==> src/rtl/imm_encoder_pkg.sv <==
// Shared types, field geometry and range helper for the LEGv8 immediate encoder.
package legv8_imm_pkg;

   localparam int unsigned N       = 64;
   localparam int unsigned CNT_W   = 32;
   localparam int unsigned INSTR_W = 32;

   localparam int unsigned IMM_D_W    = 9;
   localparam int unsigned IMM_D_LSB  = 12;
   localparam int unsigned IMM_CB_W   = 19;
   localparam int unsigned IMM_CB_LSB = 5;
   localparam int unsigned IMM_B_W    = 26;
   localparam int unsigned IMM_B_LSB  = 0;

   typedef enum logic [1:0] {
      FMT_D   = 2'b00,
      FMT_CB  = 2'b01,
      FMT_B   = 2'b10,
      FMT_ILL = 2'b11
   } imm_fmt_t;

   typedef struct packed {
      imm_fmt_t           fmt;
      logic [INSTR_W-1:0] base;
      logic [N-1:0]       imm;
   } imm_req_t;

   // True when imm[N-1:w-1] are all equal, i.e. imm survives truncation to w bits.
   function automatic logic fits_signed(input logic [N-1:0] imm, input int unsigned w);
      logic [N-1:0] hi;
      hi = N'($signed(imm) >>> (w - 1));
      return (hi == '0) || (hi == '1);
   endfunction

endpackage

==> src/rtl/imm_encoder_if.sv <==
// Input/output handshake bundle and statistics of the immediate encoder.
interface imm_encoder_if;
   import legv8_imm_pkg::*;

   logic               in_valid;
   logic               in_ready;
   imm_fmt_t           fmt;
   logic [INSTR_W-1:0] base_instr;
   logic [N-1:0]       imm;
   logic               out_valid;
   logic               out_ready;
   logic [INSTR_W-1:0] instr_out;
   logic               range_err;
   logic [CNT_W-1:0]   enc_count;
   logic [CNT_W-1:0]   err_count;

   modport slave (
      input  in_valid, fmt, base_instr, imm, out_ready,
      output in_ready, out_valid, instr_out, range_err, enc_count, err_count
   );

   modport master (
      output in_valid, fmt, base_instr, imm, out_ready,
      input  in_ready, out_valid, instr_out, range_err, enc_count, err_count
   );
endinterface

==> src/rtl/imm_encoder_pack.sv <==
// Combinational field packer: overwrites the format's immediate field and flags overflow.
module imm_field_pack
   import legv8_imm_pkg::*;
(
   input  imm_req_t           req_i,
   output logic [INSTR_W-1:0] instr_c_o,
   output logic               range_err_c_o
);

   always_comb begin
      instr_c_o     = req_i.base;
      range_err_c_o = 1'b0;
      case (req_i.fmt)
         FMT_D: begin
            instr_c_o[IMM_D_LSB +: IMM_D_W] = req_i.imm[IMM_D_W-1:0];
            range_err_c_o                   = !fits_signed(req_i.imm, IMM_D_W);
         end
         FMT_CB: begin
            instr_c_o[IMM_CB_LSB +: IMM_CB_W] = req_i.imm[IMM_CB_W-1:0];
            range_err_c_o                     = !fits_signed(req_i.imm, IMM_CB_W);
         end
         FMT_B: begin
            instr_c_o[IMM_B_LSB +: IMM_B_W] = req_i.imm[IMM_B_W-1:0];
            range_err_c_o                   = !fits_signed(req_i.imm, IMM_B_W);
         end
         default: range_err_c_o = 1'b1;
      endcase
   end

endmodule

==> src/rtl/imm_encoder.sv <==
// Two-stage valid/ready immediate encoder with saturating output statistics.
module imm_encoder
   import legv8_imm_pkg::*;
(
   input logic          clk,
   input logic          reset,
   imm_encoder_if.slave bus
);

   logic               s1_valid_q, s1_valid_d;
   imm_req_t           s1_req_q,   s1_req_d;
   logic               s2_valid_q, s2_valid_d;
   logic [INSTR_W-1:0] instr_q,    instr_d;
   logic               err_q,      err_d;
   logic [CNT_W-1:0]   enc_q,      enc_d;
   logic [CNT_W-1:0]   errc_q,     errc_d;

   logic               s2_load;
   logic               in_acc;
   logic               out_hs;
   logic [INSTR_W-1:0] pack_instr;
   logic               pack_err;

   imm_field_pack u_pack (
      .req_i         (s1_req_q),
      .instr_c_o     (pack_instr),
      .range_err_c_o (pack_err)
   );

   // in_ready depends only on state and out_ready, never on in_valid.
   assign s2_load      = s1_valid_q && (!s2_valid_q || bus.out_ready);
   assign bus.in_ready = !s1_valid_q || s2_load;
   assign in_acc       = bus.in_valid && bus.in_ready;
   assign out_hs       = s2_valid_q && bus.out_ready;

   assign bus.out_valid = s2_valid_q;
   assign bus.instr_out = instr_q;
   assign bus.range_err = err_q;
   assign bus.enc_count = enc_q;
   assign bus.err_count = errc_q;

   always_comb begin
      s1_valid_d = s1_valid_q;
      s1_req_d   = s1_req_q;
      s2_valid_d = s2_valid_q;
      instr_d    = instr_q;
      err_d      = err_q;
      enc_d      = enc_q;
      errc_d     = errc_q;

      if (in_acc) begin
         s1_valid_d    = 1'b1;
         s1_req_d.fmt  = bus.fmt;
         s1_req_d.base = bus.base_instr;
         s1_req_d.imm  = bus.imm;
      end else if (s2_load) begin
         s1_valid_d = 1'b0;
      end

      if (s2_load) begin
         s2_valid_d = 1'b1;
         instr_d    = pack_instr;
         err_d      = pack_err;
      end else if (out_hs) begin
         s2_valid_d = 1'b0;
      end

      // Counters see the departing word (err_q), even when S2 reloads in the same cycle.
      if (out_hs) begin
         if (enc_q != '1) enc_d = enc_q + CNT_W'(1);
         if (err_q && (errc_q != '1)) errc_d = errc_q + CNT_W'(1);
      end
   end

   always_ff @(posedge clk or posedge reset) begin
      if (reset) begin
         s1_valid_q <= 1'b0;
         s1_req_q   <= '0;
         s2_valid_q <= 1'b0;
         instr_q    <= '0;
         err_q      <= 1'b0;
         enc_q      <= '0;
         errc_q     <= '0;
      end else begin
         s1_valid_q <= s1_valid_d;
         s1_req_q   <= s1_req_d;
         s2_valid_q <= s2_valid_d;
         instr_q    <= instr_d;
         err_q      <= err_d;
         enc_q      <= enc_d;
         errc_q     <= errc_d;
      end
   end

endmodule
==> src/flat_wrapper.sv <==
// flat-port wrapper written by rule: the top's interface ports become plain ports
module imm_encoder_flat import legv8_imm_pkg::*;
  (clk, reset, bus_in_valid, bus_fmt, bus_base_instr, bus_imm, bus_out_ready, bus_in_ready, bus_out_valid, bus_instr_out, bus_range_err, bus_enc_count, bus_err_count);
  imm_encoder_if bus_i ();
  input logic clk;
  input logic reset;
  input wire logic [$bits(bus_i.in_valid)-1:0] bus_in_valid;
  input wire logic [$bits(bus_i.fmt)-1:0] bus_fmt;
  input wire logic [$bits(bus_i.base_instr)-1:0] bus_base_instr;
  input wire logic [$bits(bus_i.imm)-1:0] bus_imm;
  input wire logic [$bits(bus_i.out_ready)-1:0] bus_out_ready;
  output wire logic [$bits(bus_i.in_ready)-1:0] bus_in_ready;
  output wire logic [$bits(bus_i.out_valid)-1:0] bus_out_valid;
  output wire logic [$bits(bus_i.instr_out)-1:0] bus_instr_out;
  output wire logic [$bits(bus_i.range_err)-1:0] bus_range_err;
  output wire logic [$bits(bus_i.enc_count)-1:0] bus_enc_count;
  output wire logic [$bits(bus_i.err_count)-1:0] bus_err_count;
  assign bus_i.in_valid = bus_in_valid;
  assign bus_i.fmt = bus_fmt;
  assign bus_i.base_instr = bus_base_instr;
  assign bus_i.imm = bus_imm;
  assign bus_i.out_ready = bus_out_ready;
  assign bus_in_ready = bus_i.in_ready;
  assign bus_out_valid = bus_i.out_valid;
  assign bus_instr_out = bus_i.instr_out;
  assign bus_range_err = bus_i.range_err;
  assign bus_enc_count = bus_i.enc_count;
  assign bus_err_count = bus_i.err_count;
  imm_encoder u_core (.clk(clk), .reset(reset), .bus(bus_i));
endmodule
==> config.mk <==
export PLATFORM = sky130hd
export DESIGN_NAME = imm_encoder_flat
export DESIGN_NICKNAME = d
export VERILOG_FILES = /design/src/rtl/imm_encoder_pkg.sv /design/src/rtl/imm_encoder_if.sv /design/src/rtl/imm_encoder_pack.sv /design/src/rtl/imm_encoder.sv /design/src/flat_wrapper.sv
export SDC_FILE = /design/constraint.sdc
export NUM_CORES = 1
export LEC_CHECK = 0
export BUFFER_PORTS_ARGS = -buffer_cell sky130_fd_sc_hd__buf_2
export CORE_MARGIN = 1
export CORE_UTILIZATION = 54
export CTS_CLUSTER_DIAMETER = 100
export CTS_CLUSTER_SIZE = 24
export DETAILED_ROUTE_END_ITERATION = 12
export GPL_ROUTABILITY_DRIVEN = 0
export PLACE_DENSITY = 0.8
export SYNTH_ARGS = -nofsm -noshare
export SYNTH_HDL_FRONTEND = slang
export SYNTH_SLANG_ARGS = --single-unit
==> constraint.sdc <==
create_clock -name clk -period 8.5 [get_ports clk]
set_input_delay 0.85 -clock clk [delete_from_list [all_inputs] [get_ports clk]]
set_output_delay 0.85 -clock clk [all_outputs]
set_load 0.03 [all_outputs]
==> results of run 1 <==
## cell usage after synthesis (2+ instances only)
cell type,count
and2_2,3
nand3_1,33
mux2i_1,7
and3_1,7
and4_1,5
a222oi_1,9
inv_1,6
a21oi_1,12
xor2_1,14
buf_2,4
or4_1,3
dfrtp_1,197
and3_2,4
ha_1,6
nand2_1,65
nand4_1,35
a21oi_2,3
nor4_1,15
a22oi_1,10
nor3_4,2
nor3_1,6
nor2_1,26
o21ai_0,36
nand2b_1,3
xnor2_1,47
clkbuf_1,14
buf_1,9
mux2_2,106
## critical path, delay by kind of cell
family	cells	cell delay (ns)
multiplexers	1	0.41
buffers and inverters	2	0.90
AND/OR/NAND/NOR	2	0.62
## layout make-up
type / instances / area share [%]
well taps: 211 / 2.54
repair buffers: 202 / 9.79
multi-input cells: 472 / 34.0
clock buffers: 19 / 4.17
flip-flops and latches: 197 / 47.5
clock inverters: 10 / 1.75
inverters: 6 / 0.289
## worst paths after layout
path,startpoint,endpoint,slack (ns),depth (start not counted)
max in group asynchronous,reset,u_core.bus.enc_count[2],6.43,3
min reg2reg,u_core.bus.instr_out[1],u_core.bus.instr_out[1],0.48,2
min,u_core.bus.instr_out[1],u_core.bus.instr_out[1],0.48,2
min in group asynchronous,reset,u_core.bus.err_count[21],0.59,2
max reg2reg,u_core.bus.out_valid,u_core.s1_req_q[38],6.11,4
max,bus_out_ready,u_core.s1_req_q[38],5.97,5
## cells by family (layout without fill, tap and decap cells)
| family | after synthesis | count (layout) |
|---|---|---|
| AO/OA/AOI/OAI | 76 | 76 |
| XOR/XNOR | 61 | 61 |
| adder cells (fa/ha/maj) | 6 | 6 |
| buffers and inverters | 34 | 237 |
| flip-flops | 197 | 197 |
| multiplexers | 113 | 113 |
| AND/OR/NAND/NOR | 216 | 216 |
## registers in the layout, indices dropped and copies added, names as in the netlist
register / count
u_core.bus.out_valid: 1
u_core.s1_valid_q: 1
u_core.bus.err_count: 32
u_core.bus.instr_out: 32
u_core.bus.range_err: 1
u_core.bus.enc_count: 32
u_core.s1_req_q: 98
## per-layer routing
metal	share of wire [%]	routed length, µm	vias to the layer above
met3	6.8	1300	21
met2	49	9210	172
met1	43	8200	3049
met4	1.2	228	0
met5	0	0	-
li1	-	-	2933
## stage by stage
stage                     setup slack, ns  hold slack [ns]  area, µm²  instances
after floorplan                      2.28            0.474       8590        703
after global placement               5.57            0.458       9770       1088
after detailed placement             5.54            0.467       9770       1088
after CTS                            6.00            0.484      10400       1117
after global routing                 5.87            0.510      10400       1117
final                                5.97            0.480      10400       1117
## cells in the final DEF, fill, tap and decap left out, types with 2 or more instances in the layout
cell,Yosys,routed
nand2_1,65,63
bufinv_16,0,5
xnor2_1,47,47
buf_4,0,2
nor3_4,2,2
dfrtp_1,197,197
a21oi_2,3,3
buf_2,4,200
clkbuf_16,0,17
nand4_1,35,35
and4_1,5,5
a21oi_1,12,12
mux2i_1,7,7
nand2b_1,3,3
and3_1,7,7
a22oi_1,10,10
a222oi_1,9,9
or4_1,3,3
clkbuf_1,14,2
nand3_1,33,33
nor3_1,6,6
ha_1,6,6
nor4_1,15,15
o21ai_0,36,36
clkinv_2,0,3
and2_2,3,3
nor2_1,26,26
inv_1,6,5
and3_2,4,4
xor2_1,14,14
mux2_2,106,106
## power by group through the flow
| stage | logic [mW] | clock network [mW] | registers, mW |
|---|---|---|---|
| finish | 0.571 | 0.851 | 1.20 |
| global route | 0.627 | 0.899 | 1.22 |
| CTS | 0.576 | 0.865 | 1.20 |
| detailed placement | 0.574 | 0 | 1.22 |
| global placement | 0.562 | 0 | 1.21 |
| floorplan | 0.256 | 0 | 1.34 |
==> metrics.md, run 1 <==
| Metric | Value |
|---|---|
| Status | complete, no violations |
| Share of cells above drive strength 1 | 39.3% |
| Worst setup SP type | input pin |
| Synthesized-area fraction occupied by and/or/nand/nor cells | 13.6% |
| Row Count | 45 |
| Compound-Gate Fraction of Synth Area | 5.58% |
| Cell area after synthesis | 0.00859 mm² |
| Syn nets | 811 |
| CTS sink cnt | 197 |
| Post-Syn Instances | 703 |
| Mux cell area share after synthesis | 14.7% |
| Initial antenna violation count | 0 |
| Residual DRC | 0 |
| Sw Ratio | 30.8% |
| Final Total Pwr | 2.62 mW |
| Setup TNS Final | 0 ns |
| Post-CTS Resized | 0 |
| Post-CTS Setup Inserts | 0 |
| Yosys Warn Count | 0 |
| Part of the cycle the worst path needs | 29.7% |
| Async set-reset flop share out of synthesis | 100% |
| Worst-margin pin slew | 1.19 ns |
| Total GRT Usage | 24.3% |
| Logic pwr share | 21.7% |
| Lkg Pwr | 4.82 nW |
| Number of global-route vias before repair | 6077 |
| Yosys top cell area share | 57.4% |
| Routed WL | 18900 µm |
| Critical path arrival | 2.84 ns |
| Fin. max-slew vios | 0 |
| Vias per cell | 5.53 |
| Hpwl dp | 13200 µm |
| DRC marker count from the first detailed-route iteration | 443 |
| CTS tree | yes |
| Design internal power | 1.82 mW |
| Starting density of the core | 55.9% |
| ANT cells | 0 |
| Dominant cells by area after synthesis | dfrtp_1 57%, mux2_2 14%, xnor2_1 4.8% |
| Crit path capture type | register |
| Largest net degree at the start of global routing | 119 |
| GRT met2 Usage | 39.0% |
| Post-synth EDFFs | 0 |
| Die footprint | 0.0164 mm² |
| H-tree depth reported by CTS | 4 |
| I/O pin count | 201 |
| Routed Antenna Nets | 0 |
| First-pass GRT wire length | 30800 µm |
| Clock skew | 0.00912 ns |
| Sequential power share | 45.8% |
| Met3 Usage GRT | 8.01% |
| Worst EP required | 8.81 ns |
| CTS max path bufs | 2 |
| Vias | 6175 |
| CP Cell Sequence | buf_2 > nand3b_1 > nand2_4 > buf_4 > mux2_2 |
| Root buffer cell | clkbuf_16 |
| Unrepaired setup endpoints after global routing | no |
| Worst hold path class | register to register |
| Adder-Cell Fraction of Synth Area | 0.874% |
| Fmax achieved | 396 MHz |
| Post-synth top area cell | dfrtp_1 |
| Largest family of logic cells by synthesized area | multiplexers |
| Global Route met1 Usage | 31.5% |
| Setup CP Type | input pin to register |
| Layout fillers | 1169 |
| P_sw | 0.809 mW |
| GR peak layer | met2 |
| Initial DRT Pass Iterations | 7 |
| CP max stage cell | buf_4 |
| Minimum clock period | 2.53 ns |
| Post-synthesis register bit count | 197 |
| CP max FO | 68 |
| Synth unique cells | 44 |
| Grt total ovfl | 0 |
| Post-DR wirelength/cell | 16.9 µm |
| Die W | 128 µm |
| XOR/XNOR Fraction of Synth Area | 6.22% |
| Syn_area_per_cell | 12.2 µm² |
| Post-route core utilization | 67.5% |
| Area of the multi-input gates | 0.00353 mm² |
| CTS buffer count | 17 |
| Clk pwr share | 32.4% |
| Register area share after synthesis | 57.4% |
| Cts hold-fix bufs | 0 |
| Core area | 0.0154 mm² |
| Clk Latency, worst-skew pair | 0.43 ns |
| Final Net Count | 1004 |
| Final setup vio count | 0 |
| Slew headroom | 20.4% |
| Prevailing post-synth register cell | dfrtp_1 |
| Area growth from synthesis to layout | 20.9% |
| Max VDD drop | 0.175 mV |
| Final hold viol count | 0 |
| Max_cap viols | 0 |
| Seq. cell area | 0.00493 mm² |
| Die height | 128 µm |
| CP peak stage delay | 0.76 ns |
| PwrDens | 253 mW/mm² |
| Port buffer count | 200 |
| Clock-pin slew on the worst setup and hold paths | 0.07 ns |
Power figures use the tool's default switching activity.
==> run 2: changes to the inputs <==
CORE_UTILIZATION = 49   (was 54)
PLACE_DENSITY = 0.77   (was 0.8)
clock period = 2.1 ns   (was 8.5 ns; I/O delays follow)
==> run 2 against run 1 <==
Flip-flop and latch count unchanged. Utilization decreased by 3.7 points. Cell area increased by 5.6%. Sequential power increased to 4.0 times the previous value. Sequential share of layout area decreased by 2.5 points. Via count increased by 5.1%. Clock skew increased by 0.0032 ns. Register-to-register slack got worse by 6.0 ns. Critical path depth increased by 1. Power increased to 4.0 times the previous value. Largest cell class unchanged. Largest power group unchanged. Highest routed layer is now met5.
==> metrics.md, run 2 (synthesized netlist as in run 1, its figures left out) <==
| Metric | Value |
|---|---|
| Share of cells above drive strength 1 | 40.5% |
| Root buffer cell | clkbuf_16 |
| Port buffer count | 200 |
| GRT met2 Usage | 36.6% |
| CP Cell Sequence | ha_1 > and3_2 > and4_2 > nor4_4 > nand3_1 > xnor2_1 |
| Final Net Count | 1066 |
| Commonest cells after routing, fill and taps aside | 200 x buf_2, 197 x dfrtp_1, 106 x mux2_2 |
| Fmax achieved | 515 MHz |
| Minimum clock period | 1.94 ns |
| Routed WL | 19800 µm |
| CP max FO | 6 |
| Post-route core utilization | 63.8% |
| CTS buffer count | 17 |
| Area growth from synthesis to layout | 27.7% |
| Setup TNS Final | 0 ns |
| Clock skew | 0.0123 ns |
| Post-DR wirelength/cell | 16.5 µm |
| Number of global-route vias before repair | 6479 |
| GR peak layer | met2 |
| Slew headroom | 55.9% |
| Top Family by Delay on Critical Path | simple AND/OR/NAND/NOR gates |
| Post-CTS Setup Inserts | 0 |
| PwrDens | 956 mW/mm² |
| Final Total Pwr | 10.5 mW |
| Lkg Pwr | 5.10 nW |
| CP bufs+invs | 0 |
| Seq. cell area | 0.00493 mm² |
| Final hold viol count | 0 |
| Vias | 6490 |
| I/O pin count | 201 |
| H-tree depth reported by CTS | 4 |
| CTS tree | yes |
| Worst hold path class | input pin to register |
| Layout fillers | 1373 |
| Vias per cell | 5.41 |
| R2r startpoint | u_core.bus.err_count[0] |
| Worst setup SP type | register |
| Max FFs per register | 98 |
| CTS sink cnt | 197 |
| Residual DRC | 0 |
| Die W | 134 µm |
| Met3 Usage GRT | 6.39% |
| Grt total ovfl | 0 |
| Routed Antenna Nets | 0 |
| Hpwl dp | 14100 µm |
| Clk Latency, worst-skew pair | 0.43 ns |
| Max_cap viols | 0 |
| Clock-pin slew on the worst setup and hold paths | 0.07 ns |
| Status | complete, no violations |
| Commonest non-fill, non-tap cell in the layout | buf_2 |
| Part of the cycle the worst path needs | 92.5% |
| Unrepaired setup endpoints after global routing | no |
| Max VDD drop | 0.631 mV |
| Pre-CTS WS | 0.0854 ns |
| CP peak stage delay | 0.42 ns |
| Initial DRT Pass Iterations | 5 |
| WHS | 0.0144 ns |
| CTS max path bufs | 2 |
| Core area | 0.0172 mm² |
| Fin. max-slew vios | 0 |
| Worst-margin pin slew | 0.661 ns |
| Initial antenna violation count | 7 |
| Worst setup startpoint | u_core.bus.err_count[0] |
| DRC marker count from the first detailed-route iteration | 320 |
| Final setup vio count | 0 |
| First-pass GRT wire length | 32100 µm |
| Area of the multi-input gates | 0.00354 mm² |
| Global Route met1 Usage | 29.3% |
| Setup CP Type | register to register |
| Die height | 134 µm |
| Final setup margin | 0.158 ns |
| Worst EP required | 2.40 ns |
| Die footprint | 0.0181 mm² |
| CP max stage cell | dfrtp_1 |
| Row Count | 48 |
| Largest reg by FF count | u_core.s1_req_q |
| Crit path capture type | register |
| Total GRT Usage | 22.6% |
| Critical path arrival | 2.25 ns |
| Largest net degree at the start of global routing | 121 |
| Starting density of the core | 50.0% |
| Hold Path Origin | bus_imm[63] |
run 2: cell types whose count changed in the layout (fill, tap and decap cells not counted), sizes merged:
cell | before | now
dlygate4sd3 | 0 | 28
clkinv | 3 | 1
clkbuf | 19 | 21
diode | 0 | 4
inv | 7 | 10
clkinvlp | 1 | 5
buf | 202 | 236
bufinv | 5 | 1
run 2: cell type report:
type / instances / share of cell area [%]
antenna: 4 / 0.0913
clock buffer: 21 / 4.11
clock inverter: 11 / 1.05
inverter: 6 / 0.240
multi-input combinational: 472 / 32.3
sequential: 197 / 45.0
tap: 225 / 2.57
timing repair buffer: 264 / 14.7
run 2: per-stage QoR:
stage | cell area, µm² | std cells
floorplan | 8590 | 703
global placement | 10100 | 1136
detailed placement | 10100 | 1136
CTS | 10900 | 1196
global route | 11000 | 1198
finish | 11000 | 1200
run 2: final timing paths:
check / end / slack [ns] / cells past startpoint
setup / recovery: u_core.bus.err_count[31] / 0.16 / 6
hold / removal: u_core.s1_req_q[63] / 0.01 / 2
setup reg to reg: u_core.bus.err_count[31] / 0.16 / 6
hold reg to reg: u_core.bus.instr_out[23] / 0.48 / 2
max in group asynchronous: u_core.s1_req_q[4] / 1.06 / 4
min in group asynchronous: u_core.bus.enc_count[3] / 0.46 / 4
run 2: metal layers:
metal  share of wire, %  vias to the layer above
met1                 42                     3214
met5              0.091                        -
met3                6.9                       35
met2                 49                      185
li1                   -                     3052
met4                1.8                        4
run 2: power breakdown:
part / total, mW / switching, mW / internal [mW]
logic: 2.50 / 1.50 / 1.01
clock network: 3.15 / 1.46 / 1.70
registers: 4.83 / 0.450 / 4.38
run 2: timing repair:
action / CTS / global route
hold buffers: 28 / 0
endpoints found under the setup margin: 0 / 9
hold endpoints to repair: 104 / 0
resized for setup: 0 / 2
==> run 3: changes to the inputs <==
CORE_MARGIN = 2   (was 1)
MAX_ROUTING_LAYER = met4   (was not set)
==> run 3 against run 2 <==
Wire length rose by 1.9%. Clock power fell by 6.7%. Clock skew decreased by 0.0041 ns. Critical path type unchanged. Largest cell class unchanged. Highest routed layer is now met4.
==> metrics.md, run 3 (synthesized netlist as in run 1, its figures left out) <==
| Metric | Value |
|---|---|
| Minimum clock period | 2.03 ns |
| I/O pin count | 201 |
| Crit path capture type | register |
| Area of the multi-input gates | 0.00355 mm² |
| Commonest non-fill, non-tap cell in the layout | buf_2 |
| Seq. cell area | 0.00493 mm² |
| Unrepaired setup endpoints after global routing | yes |
| CTS buffer count | 17 |
| Routed WL | 20200 µm |
| CP Cell Sequence | or4_4 > nor4_4 > nand4_1 > nand4b_1 > a32oi_1 > a21boi_1 |
| Max_cap viols | 0 |
| Final Total Pwr | 10.2 mW |
| Clk pwr share | 28.7% |
| Grt total ovfl | 0 |
| Number of global-route vias before repair | 6433 |
| Part of the cycle the worst path needs | 96.8% |
| Worst hold path class | input pin to register |
| Post-DR wirelength/cell | 17.1 µm |
| First-pass GRT wire length | 32800 µm |
| Area growth from synthesis to layout | 25.5% |
| Root buffer cell | clkbuf_16 |
| P_sw | 3.34 mW |
| Residual DRC | 0 |
| Sequential power share | 47.5% |
| Design Area, Final | 0.0108 mm² |
| Largest reg by FF count | u_core.s1_req_q |
| Die height | 136 µm |
| Worst-margin pin slew | 0.725 ns |
| DRC marker count from the first detailed-route iteration | 333 |
| Top Family by Delay on Critical Path | simple AND/OR/NAND/NOR gates |
| Slew headroom | 51.7% |
| Core area | 0.0172 mm² |
| Clock skew | 0.00821 ns |
| Logic pwr share | 23.8% |
| Clk Latency, worst-skew pair | 0.43 ns |
| Setup TNS Final | 0 ns |
| Total GRT Usage | 23.2% |
| H-tree depth reported by CTS | 4 |
| CTS max path bufs | 2 |
| Worst setup SP type | register |
| Fmax achieved | 492 MHz |
| Hpwl dp | 14500 µm |
| CTS sink cnt | 197 |
| Sw Ratio | 32.6% |
| Share of cells above drive strength 1 | 40.6% |
| Lkg Pwr | 5.00 nW |
| Critical path arrival | 2.33 ns |
| CP max stage cell | or4_4 |
| Die W | 136 µm |
| Starting density of the core | 49.8% |
| Initial antenna violation count | 0 |
| Clock-pin slew on the worst setup and hold paths | 0.07 ns |
| R2R setup slack | 0.07 ns |
| Worst EP required | 2.40 ns |
| Max FFs per register | 98 |
| Initial DRT Pass Iterations | 6 |
| CTS tree | yes |
| Placed Instance Area | 0.0100 mm² |
| Design internal power | 6.91 mW |
| Die footprint | 0.0186 mm² |
| Final hold viol count | 0 |
| Final Net Count | 1050 |
| Port buffer count | 200 |
| PwrDens | 951 mW/mm² |
| Largest net degree at the start of global routing | 70 |
| Commonest cells after routing, fill and taps aside | 200 x buf_2, 197 x dfrtp_1, 106 x mux2_2 |
| Vias per cell | 5.43 |
| Vias | 6397 |
| Final setup vio count | 0 |
| Layout fillers | 1387 |
| CP max FO | 4 |
| Fin. max-slew vios | 0 |
| CP bufs+invs | 0 |
| Setup CP Type | register to register |
| Routed Antenna Nets | 0 |
| Max VDD drop | 0.665 mV |
| Row Count | 48 |
| CP peak stage delay | 0.56 ns |
| ANT cells | 0 |
| Status | complete, no violations |
==> run 3: changes by cell type in the layout (fill, tap and decap cells not counted), moves of 2 or more <==
cell           delta
dlygate4sd3_1     -8
buf_4             -7
diode_2           -4
inv_6             -4
clkinv_2          +3
a21boi_1          +2
a21oi_2           +2
==> run 3: power groups by stage <==
stage | combinational (mW) | clock [mW] | sequential [mW]
after floorplan | 1.04 | 0 | 5.42
after global placement | 2.38 | 0 | 4.88
after detailed placement | 2.41 | 0 | 4.91
after CTS | 2.45 | 3.00 | 4.85
after global routing | 2.67 | 3.17 | 4.94
final | 2.44 | 2.94 | 4.86
==> run 3: worst reg2reg max path: stages, from the launching register on <==
cell and delay (ns):
dfrtp_1 0.41, or4_4 0.56, nor4_4 0.22, nand4_1 0.18, nand4b_1 0.26, a32oi_1 0.19
a21boi_1 0.09
==> run 3: through the flow <==
stage          std cells  util, %  hold WS, ns  worst slack (ns)
4_1_cts             1176     62.2     0.000127            0.0185
3_5_place_dp        1127     58.1        0.257            0.0376
6_report            1179     62.5       0.0118            0.0677
3_3_place_gp        1127     58.1        0.252            0.0833
2_1_floorplan        703        -        0.318            -0.656
5_1_grt             1179     62.5      0.00230           -0.0658
==> run 3: final cells by class <==
class / count / area share (%)
Clock buffer: 23 / 4.34
Timing Repair Buffer: 248 / 13.6
Sequential cell: 197 / 45.8
Clock inverter: 8 / 0.499
Inverter: 6 / 0.244
Multi-Input combinational cell: 472 / 33.0
Tap cell: 225 / 2.61
==> run 3: repair_timing <==
| item | CTS | global route |
|---|---|---|
| setup endpoints to repair | 0 | 7 |
| setup buffers | 0 | 1 |
| endpoints found under the hold margin | 31 | 2 |
| gates resized for setup | 0 | 7 |
| hold buffers | 18 | 2 |
==> run 3: final timing paths <==
kind / to / cells past startpoint / from
worst max-delay path: u_core.bus.range_err / 6 / u_core.s1_req_q[23]
worst min-delay path: u_core.s1_req_q[26] / 2 / bus_imm[26]
worst max register to register: u_core.bus.range_err / 6 / u_core.s1_req_q[23]
worst min register to register: u_core.bus.instr_out[7] / 2 / u_core.bus.instr_out[7]
max in group asynchronous: u_core.bus.err_count[12] / 4 / reset
min in group asynchronous: u_core.s1_req_q[58] / 3 / reset
==> run 3: metal layers <==
layer	global-route usage, %	up-vias	share of wire, %
met5	-	-	0
met3	5.63	30	6.0
met2	36.7	188	49
met1	30.2	3156	44
li1	-	3023	-
met4	6.31	0	1.6
